<file path="src/rtl/boot_loader_pkg.sv">
// Shared constants, state encoding and a byte-lane helper for the boot loader.
package utils;

    localparam logic [7:0] BOOT_HELLO = 8'h99;
    localparam logic [7:0] BOOT_DONE  = 8'haa;

    typedef enum logic [2:0] {
        S_HELLO,
        S_HELLO_WAIT,
        S_LEN,
        S_PROG,
        S_FLUSH,
        S_DONE,
        S_DONE_WAIT,
        S_RUN
    } state_t;

    // Replace byte lane 'lane' of a little-endian word with 'b'.
    function automatic logic [31:0] set_lane(input logic [31:0] w, input logic [1:0] lane,
                                             input logic [7:0] b);
        logic [31:0] r;
        r = w;
        r[8*lane +: 8] = b;
        return r;
    endfunction

endpackage

</file>
<file path="src/rtl/boot_loader_if.sv">
// Bundle of UART, instruction-memory, core and status signals around the boot loader.
//
// Handshakes: rdata_ready is a one-cycle valid strobe with no back-pressure (the byte is
// taken or dropped in that cycle; ferr qualifies it). tx_start is a one-cycle request
// that may only be raised while tx_busy is low; tx_busy then rises and falls back when
// the byte has left. imem_we is a one-cycle write strobe, always accepted by the memory.
interface boot_loader_if #(
    parameter int IMEM_ADDR_W = 15
);
    import utils::*;

    logic [7:0]             sdata;
    logic                   tx_start;
    logic                   tx_busy;
    logic [7:0]             rdata;
    logic                   rdata_ready;
    logic                   ferr;
    logic                   imem_we;
    logic [IMEM_ADDR_W-1:0] imem_addr;
    logic [31:0]            imem_wdata;
    logic [7:0]             core_sdata;
    logic                   core_tx_start;
    logic                   core_tx_busy;
    logic [7:0]             core_rdata;
    logic                   core_rx_valid;
    logic                   boot_done;
    logic                   boot_err;
    state_t                 dbg_state;

    modport master (
        output sdata, tx_start, imem_we, imem_addr, imem_wdata,
        output core_tx_busy, core_rdata, core_rx_valid, boot_done, boot_err, dbg_state,
        input  tx_busy, rdata, rdata_ready, ferr, core_sdata, core_tx_start
    );

    modport slave (
        input  sdata, tx_start, imem_we, imem_addr, imem_wdata,
        input  core_tx_busy, core_rdata, core_rx_valid, boot_done, boot_err, dbg_state,
        output tx_busy, rdata, rdata_ready, ferr, core_sdata, core_tx_start
    );

endinterface

</file>
<file path="src/rtl/boot_loader.sv">
// UART boot loader: greets the host, receives a length-prefixed image into
// instruction memory, acknowledges, then hands the UART over to the core.
module boot_loader
    import utils::*;
#(
    parameter int IMEM_ADDR_W = 15,
    parameter int IMEM_WORDS  = 2 ** IMEM_ADDR_W
) (
    input  logic          clk,
    input  logic          rstn,
    boot_loader_if.master bus
);

    localparam logic [31:0] WORDS_L = 32'(IMEM_WORDS);
    localparam logic [IMEM_ADDR_W-1:0] ADDR_ONE = {{(IMEM_ADDR_W-1){1'b0}}, 1'b1};

    state_t                 state_q, state_d;
    logic [7:0]             sdata_q, sdata_d;
    logic                   tx_start_q, tx_start_d;
    logic                   imem_we_q, imem_we_d;
    logic [IMEM_ADDR_W-1:0] imem_addr_q, imem_addr_d;
    logic [31:0]            imem_wdata_q, imem_wdata_d;
    logic                   boot_done_q, boot_done_d;
    logic                   boot_err_q, boot_err_d;
    logic                   busy_seen_q, busy_seen_d;
    logic [31:0]            len_q, len_d;
    logic [31:0]            cnt_q, cnt_d;
    logic [31:0]            wbuf_q, wbuf_d;

    logic                   rx_ok;
    logic                   rx_bad;
    logic                   run;
    logic [1:0]             lane;
    logic [31:0]            cnt_inc;
    logic [31:0]            widx;
    logic [31:0]            len_new;

    assign rx_ok   = bus.rdata_ready & ~bus.ferr;
    assign rx_bad  = bus.rdata_ready & bus.ferr;
    assign run     = (state_q == S_RUN);
    assign lane    = cnt_q[1:0];
    assign cnt_inc = cnt_q + 32'd1;
    // Index of the word the current byte belongs to; kept 32 bits wide so an
    // image larger than the memory is detected instead of wrapping.
    assign widx    = {2'b00, cnt_q[31:2]};
    assign len_new = set_lane(len_q, lane, bus.rdata);

    // Next-state and next-output computation for the boot sequence.
    always_comb begin
        state_d      = state_q;
        sdata_d      = sdata_q;
        tx_start_d   = 1'b0;
        imem_we_d    = 1'b0;
        imem_addr_d  = imem_we_q ? imem_addr_q + ADDR_ONE : imem_addr_q;
        imem_wdata_d = imem_wdata_q;
        boot_done_d  = boot_done_q;
        boot_err_d   = boot_err_q;
        busy_seen_d  = busy_seen_q;
        len_d        = len_q;
        cnt_d        = cnt_q;
        wbuf_d       = wbuf_q;

        case (state_q)
            S_HELLO, S_DONE: begin
                if (!bus.tx_busy) begin
                    tx_start_d  = 1'b1;
                    sdata_d     = (state_q == S_HELLO) ? BOOT_HELLO : BOOT_DONE;
                    busy_seen_d = 1'b0;
                    state_d     = (state_q == S_HELLO) ? S_HELLO_WAIT : S_DONE_WAIT;
                end
            end
            S_HELLO_WAIT, S_DONE_WAIT: begin
                // Wait for the byte to actually start and then finish.
                if (bus.tx_busy) begin
                    busy_seen_d = 1'b1;
                end else if (busy_seen_q) begin
                    busy_seen_d = 1'b0;
                    cnt_d       = 32'd0;
                    if (state_q == S_HELLO_WAIT) begin
                        state_d = S_LEN;
                    end else begin
                        state_d     = S_RUN;
                        boot_done_d = 1'b1;
                    end
                end
            end
            S_LEN: begin
                if (rx_bad) begin
                    boot_err_d = 1'b1;
                end else if (rx_ok) begin
                    len_d = len_new;
                    if (lane == 2'd3) begin
                        cnt_d       = 32'd0;
                        wbuf_d      = 32'd0;
                        imem_addr_d = '0;
                        state_d     = (len_new == 32'd0) ? S_DONE : S_PROG;
                    end else begin
                        cnt_d = cnt_inc;
                    end
                end
            end
            S_PROG: begin
                if (rx_bad) begin
                    boot_err_d = 1'b1;
                end else if (rx_ok) begin
                    cnt_d  = cnt_inc;
                    wbuf_d = set_lane(wbuf_q, lane, bus.rdata);
                    if (lane == 2'd3) begin
                        wbuf_d = 32'd0;
                        if (widx < WORDS_L) begin
                            imem_we_d    = 1'b1;
                            imem_addr_d  = widx[IMEM_ADDR_W-1:0];
                            imem_wdata_d = set_lane(wbuf_q, 2'd3, bus.rdata);
                        end else begin
                            boot_err_d = 1'b1;
                        end
                    end
                    if (cnt_inc == len_q) begin
                        state_d = (lane == 2'd3) ? S_DONE : S_FLUSH;
                    end
                end
            end
            S_FLUSH: begin
                // Unfilled upper lanes of wbuf are still zero from the last clear.
                if (widx < WORDS_L) begin
                    imem_we_d    = 1'b1;
                    imem_addr_d  = widx[IMEM_ADDR_W-1:0];
                    imem_wdata_d = wbuf_q;
                end else begin
                    boot_err_d = 1'b1;
                end
                state_d = S_DONE;
            end
            default: begin
            end
        endcase
    end

    // State and output registers with synchronous active-low reset.
    always_ff @(posedge clk) begin
        if (!rstn) begin
            state_q      <= S_HELLO;
            sdata_q      <= 8'd0;
            tx_start_q   <= 1'b0;
            imem_we_q    <= 1'b0;
            imem_addr_q  <= '0;
            imem_wdata_q <= 32'd0;
            boot_done_q  <= 1'b0;
            boot_err_q   <= 1'b0;
            busy_seen_q  <= 1'b0;
            len_q        <= 32'd0;
            cnt_q        <= 32'd0;
            wbuf_q       <= 32'd0;
        end else begin
            state_q      <= state_d;
            sdata_q      <= sdata_d;
            tx_start_q   <= tx_start_d;
            imem_we_q    <= imem_we_d;
            imem_addr_q  <= imem_addr_d;
            imem_wdata_q <= imem_wdata_d;
            boot_done_q  <= boot_done_d;
            boot_err_q   <= boot_err_d;
            busy_seen_q  <= busy_seen_d;
            len_q        <= len_d;
            cnt_q        <= cnt_d;
            wbuf_q       <= wbuf_d;
        end
    end

    // Once running, the UART is passed straight through to the core.
    assign bus.sdata         = run ? bus.core_sdata : sdata_q;
    assign bus.tx_start      = run ? bus.core_tx_start : tx_start_q;
    assign bus.core_tx_busy  = run ? bus.tx_busy : 1'b1;
    assign bus.core_rdata    = bus.rdata;
    assign bus.core_rx_valid = run & rx_ok;
    assign bus.imem_we       = imem_we_q;
    assign bus.imem_addr     = imem_addr_q;
    assign bus.imem_wdata    = imem_wdata_q;
    assign bus.boot_done     = boot_done_q;
    assign bus.boot_err      = boot_err_q;
    assign bus.dbg_state     = state_q;

endmodule

</file>
<file path="src/flat_wrapper.sv">
// flat-port wrapper written by rule: the top's interface ports become plain ports
module boot_loader_flat import utils::*;
#(
    parameter int IMEM_ADDR_W = 15,
    parameter int IMEM_WORDS  = 2 ** IMEM_ADDR_W
)
  (clk, rstn, bus_sdata, bus_tx_start, bus_imem_we, bus_imem_addr, bus_imem_wdata, bus_core_tx_busy, bus_core_rdata, bus_core_rx_valid, bus_boot_done, bus_boot_err, bus_dbg_state, bus_tx_busy, bus_rdata, bus_rdata_ready, bus_ferr, bus_core_sdata, bus_core_tx_start);
  boot_loader_if #(.IMEM_ADDR_W(IMEM_ADDR_W)) bus_i ();
  input  logic clk;
  input  logic rstn;
  output wire logic [$bits(bus_i.sdata)-1:0] bus_sdata;
  output wire logic [$bits(bus_i.tx_start)-1:0] bus_tx_start;
  output wire logic [$bits(bus_i.imem_we)-1:0] bus_imem_we;
  output wire logic [$bits(bus_i.imem_addr)-1:0] bus_imem_addr;
  output wire logic [$bits(bus_i.imem_wdata)-1:0] bus_imem_wdata;
  output wire logic [$bits(bus_i.core_tx_busy)-1:0] bus_core_tx_busy;
  output wire logic [$bits(bus_i.core_rdata)-1:0] bus_core_rdata;
  output wire logic [$bits(bus_i.core_rx_valid)-1:0] bus_core_rx_valid;
  output wire logic [$bits(bus_i.boot_done)-1:0] bus_boot_done;
  output wire logic [$bits(bus_i.boot_err)-1:0] bus_boot_err;
  output wire logic [$bits(bus_i.dbg_state)-1:0] bus_dbg_state;
  input wire logic [$bits(bus_i.tx_busy)-1:0] bus_tx_busy;
  input wire logic [$bits(bus_i.rdata)-1:0] bus_rdata;
  input wire logic [$bits(bus_i.rdata_ready)-1:0] bus_rdata_ready;
  input wire logic [$bits(bus_i.ferr)-1:0] bus_ferr;
  input wire logic [$bits(bus_i.core_sdata)-1:0] bus_core_sdata;
  input wire logic [$bits(bus_i.core_tx_start)-1:0] bus_core_tx_start;
  assign bus_sdata = bus_i.sdata;
  assign bus_tx_start = bus_i.tx_start;
  assign bus_imem_we = bus_i.imem_we;
  assign bus_imem_addr = bus_i.imem_addr;
  assign bus_imem_wdata = bus_i.imem_wdata;
  assign bus_core_tx_busy = bus_i.core_tx_busy;
  assign bus_core_rdata = bus_i.core_rdata;
  assign bus_core_rx_valid = bus_i.core_rx_valid;
  assign bus_boot_done = bus_i.boot_done;
  assign bus_boot_err = bus_i.boot_err;
  assign bus_dbg_state = bus_i.dbg_state;
  assign bus_i.tx_busy = bus_tx_busy;
  assign bus_i.rdata = bus_rdata;
  assign bus_i.rdata_ready = bus_rdata_ready;
  assign bus_i.ferr = bus_ferr;
  assign bus_i.core_sdata = bus_core_sdata;
  assign bus_i.core_tx_start = bus_core_tx_start;
  boot_loader #(.IMEM_ADDR_W(IMEM_ADDR_W), .IMEM_WORDS(IMEM_WORDS)) u_core (.clk(clk), .rstn(rstn), .bus(bus_i));
endmodule
</file>
<file path="config.mk">
export PLATFORM = sky130hd
export DESIGN_NAME = boot_loader_flat
export DESIGN_NICKNAME = d
export VERILOG_FILES = /design/src/rtl/boot_loader_pkg.sv /design/src/rtl/boot_loader_if.sv /design/src/rtl/boot_loader.sv /design/src/flat_wrapper.sv
export SDC_FILE = /design/constraint.sdc
export NUM_CORES = 1
export LEC_CHECK = 0
export ABC_AREA = 0
export BUFFER_PORTS_ARGS = -buffer_cell sky130_fd_sc_hd__buf_2
export CAP_MARGIN = 20
export CELL_PAD_IN_SITES_DETAIL_PLACEMENT = 1
export CELL_PAD_IN_SITES_GLOBAL_PLACEMENT = 2
export CORE_ASPECT_RATIO = 0.6
export CORE_UTILIZATION = 35
export CTS_CLUSTER_SIZE = 8
export DETAILED_ROUTE_END_ITERATION = 8
export PLACE_DENSITY = 0.83
export SYNTH_ARGS = -nofsm -noshare
export SYNTH_HDL_FRONTEND = slang
export SYNTH_SLANG_ARGS = --single-unit
</file>
<file path="constraint.sdc">
create_clock -name clk -period 4 [get_ports clk]
set_input_delay 0 -clock clk [delete_from_list [all_inputs] [get_ports clk]]
set_output_delay 0 -clock clk [all_outputs]
set_load 0.1 [all_outputs]
</file>
==> key figures <==
Run status
  – Outcome: completed

STA
  – Final hold violations: 0
  – Slew @ Worst Pin: 1.15 ns
  – RSZ-0062 raised after global routing: false
  – FMAX: 280 MHz
  – PnR worst setup slack: 0.424 ns
  – # setup viols final: 0
  – Final Skew: 0.0116 ns
  – Final min period: 3.58 ns
  – Max_slew headroom: 0.228
  – Setup TNS: 0 ns
  – Max-slew violations: 0
  – Final Cycle Share: 0.894

Pwr
  – PwrDens: 382 nW/um2
  – Clock network power share: 0.499
  – Net Sw Frac: 0.263
  – Peak VDD IR: 0.273 mV
  – Power, Total: 3.73 mW
  – Switching power total: 983 uW
  – Part of the power in registers: 0.415
  – Part of the power in combinational logic: 0.086
  – Pint: 2.75 mW
  – Cell leakage power: 3.81 nW

Route
  – Routed len/inst: 22.4 um
  – DR vias/cell: 5.74
  – DRT Pass-1 Iters: 5
  – Routed Antenna Nets: 0
  – DR DRC count: 0
  – DR vias: 8,293
  – DRT iter0 DRCs: 671
  – Routed WL: 32,400 um

Worst setup path
  – CP required: 4.30 ns
  – Arr. time, crit path: 3.88 ns
  – Crit Path Class: reg2reg
  – Crit path launch type: flop
  – Critical-path maximum fanout: 10
  – Worst Setup End Kind: flop

GRT
  – GR peak layer: met1
  – First-pass GRT wire length: 49,400 um
  – Initial antenna violation count: 0
  – GRT overflow: 0
  – Gr usage total: 0.266
  – Largest net degree at the start of global routing: 64
  – Met1 usage: 0.400
  – M3 GR Usage: 0.0832
  – Met2 GRT Util: 0.359
  – Vias in the first global route: 8,226

Yosys
  – Mapped cell area: 8420 um2
  – Adder-Cell Fraction of Synth Area: 0.00892
  – Compound-gate portion of the synthesized area: 0.201
  – Synth Register Bits: 154
  – Share of the synthesized area in the top cell type: 0.366
  – Share of the yosys chip area belonging to registers: 0.366
  – Synth Instances: 1,062
  – Largest family of logic cells by synthesized area: simple AND/OR/NAND/NOR gates
  – Post-synthesis async set-or-reset flop share: 0
  – Count leader, synth: nand2_1
  – Synth Area in XOR/XNOR: 0.0593
  – Post-Syn Nets: 1,090
  – EDFF count, synth: 0
  – Yosys cell types: 61
  – Synth top area cells: dfxtp_1, nand2_1, nor2b_1
  – Synth Warn #: 0
  – Simple-gate share of the synthesized area: 0.300
  – Syn Area/Cell: 7.93 um2
  – Main flop type after synthesis: dfxtp_1
  – Most frequent cells after synthesis: nand2_1, dfxtp_1, nor2b_1, nor2_1, a22oi_1
  – Leading area contributor after synthesis: dfxtp_1
  – Mux contribution to synthesized area: 0.0143

Clocking
  – TritonCTS clock tree: done
  – Clock transition at path regs: 0.07 ns
  – CTS sink cnt: 154
  – CTS Buffer Depth: 2
  – Number of CTS-inserted buffers: 17
  – Clock Latency Late Sink: 0.45 ns
  – H-tree levels: 4
  – Root Driver: clkbuf_16

Die
  – Initial Util: 0.361
  – Standard-cell row count: 43
  – Die X: 202 um
  – Die area: 24,700 um2
  – I/O pin count: 94
  – Die Ht: 122 um
  – Core ar.: 23,300 um2

Cells and area
  – N_diodes: 0
  – Final net count: 1,144
  – Layout cells sized above 1: 0.143
  – P&R area growth vs syn: 16.2%
  – Fill count: 2,847

Placed design
  – Pre-CTS WS: 0.495 ns
  – Port bufs: 93
  – Post-DP HPWL: 23,600 um
  – Final Wtd Congestion: 0.937

Min path
  – Hold Path Class: in2reg

Job
  – Max-Cap Viols: 0
flip-flops by register name (all words and copies together) (netlist names):
name	flops
u_core.bus.boot_done	1
u_core.bus.boot_err	1
u_core.bus.dbg_state	3
u_core.bus.imem_addr	15
u_core.bus.imem_wdata	32
u_core.bus.imem_we	1
u_core.busy_seen_q	1
u_core.cnt_q	32
u_core.len_q	32
u_core.sdata_q	3
u_core.tx_start_q	1
u_core.wbuf_q	32
layer usage:
layer  wire (um)  share of wire  vias to the layer above
li1            -              -                     3877
met5           0              0                        -
met3        2710          0.084                       24
met4         376          0.012                        0
met2       12600           0.39                      272
met1       16600           0.51                     4120
through the flow:
step	utilization	instances	hold slack [ns]	area, um2
5_1_grt	0.419	1444	0.0829	9780
4_1_cts	0.419	1444	0.0657	9780
2_1_floorplan	-	1062	0.212	8420
6_report	0.419	1444	0.0731	9780
3_3_place_gp	0.390	1410	0.437	9100
3_5_place_dp	0.390	1410	0.434	9100
logic make-up after synthesis:
family | after synthesis
AO/OA/AOI/OAI | 248
XOR/XNOR | 57
adder cells (fa/ha/maj) | 6
buffers and inverters | 98
flip-flops | 154
multiplexers | 12
AND/OR/NAND/NOR | 487
power by group through the flow:
| stage | clock network, mW | registers (mW) | logic (mW) |
|---|---|---|---|
| floorplan | 0 | 1.61 | 0.206 |
| global placement | 0 | 1.58 | 0.311 |
| detailed placement | 0 | 1.58 | 0.314 |
| CTS | 1.88 | 1.55 | 0.318 |
| global route | 1.95 | 1.55 | 0.338 |
| finish | 1.87 | 1.55 | 0.321 |
worst max-delay path, stage by stage (launching register included):
cell       delay [ns]
dfxtp_1          0.51
nand3_1          0.37
or4_4            0.65
or4_1            0.59
xnor2_1          0.20
a2111oi_0        0.37
nand4_1          0.15
nor4_1           0.49
nor3_1           0.10
cell usage in the layout (no fill, tap or decap), types with 4 or more instances in the layout:
cell | Yosys | routed
dfxtp_1 | 154 | 154
a2111oi_0 | 4 | 4
a21boi_0 | 31 | 31
and2_1 | 18 | 18
o211a_1 | 17 | 17
clkbuf_16 | 0 | 17
o21ai_0 | 34 | 34
or4_1 | 7 | 7
ha_1 | 6 | 6
inv_1 | 14 | 14
buf_4 | 11 | 25
buf_2 | 12 | 92
nor3_1 | 31 | 31
o31ai_1 | 5 | 4
a22oi_1 | 59 | 59
a211oi_1 | 6 | 6
nand2_1 | 159 | 159
bufinv_16 | 0 | 5
nor2b_1 | 72 | 72
nand4_1 | 20 | 20
o21a_1 | 11 | 11
xor2_1 | 28 | 28
and4_1 | 8 | 8
o211ai_1 | 4 | 4
o22ai_1 | 8 | 8
nor3b_1 | 4 | 4
clkinv_4 | 0 | 4
a31oi_1 | 4 | 4
xnor2_1 | 29 | 29
and3_1 | 17 | 17
a21oi_1 | 50 | 49
nand3_1 | 34 | 34
nor2_1 | 70 | 70
nand2b_1 | 5 | 5
mux2i_1 | 12 | 12
nor4_1 | 22 | 22
repair_timing:
action	in CTS	in global routing
hold buffers	2	0
endpoints found under the hold margin	7	0
buffers inserted	0	0
resized for setup	0	0
final timing paths:
check | endpoint | cells past startpoint | from | slack, ns
max reg2reg | u_core.bus.dbg_state[1]$_SDFFE_PN0P_ | 8 | u_core.cnt_q[4]$_SDFFE_PN0P_ | 0.42
min reg2reg | u_core.bus.imem_wdata[8]$_SDFFE_PN0P_ | 2 | u_core.bus.imem_wdata[8]$_SDFFE_PN0P_ | 0.46
max | u_core.bus.dbg_state[1]$_SDFFE_PN0P_ | 8 | u_core.cnt_q[4]$_SDFFE_PN0P_ | 0.42
min | u_core.len_q[25]$_SDFFE_PN0P_ | 3 | bus_rdata[1] | 0.07
final cells by class:
cell class | instances | area, um2 | area share
multi-input combinational | 810 | 4920 | 0.504
sequential | 154 | 3080 | 0.315
timing repair buffer | 119 | 668 | 0.0683
clock buffer | 20 | 447 | 0.0457
tap | 315 | 394 | 0.0403
clock inverter | 12 | 211 | 0.0216
inverter | 14 | 52.6 | 0.00537
Power figures use the tool's default switching activity.
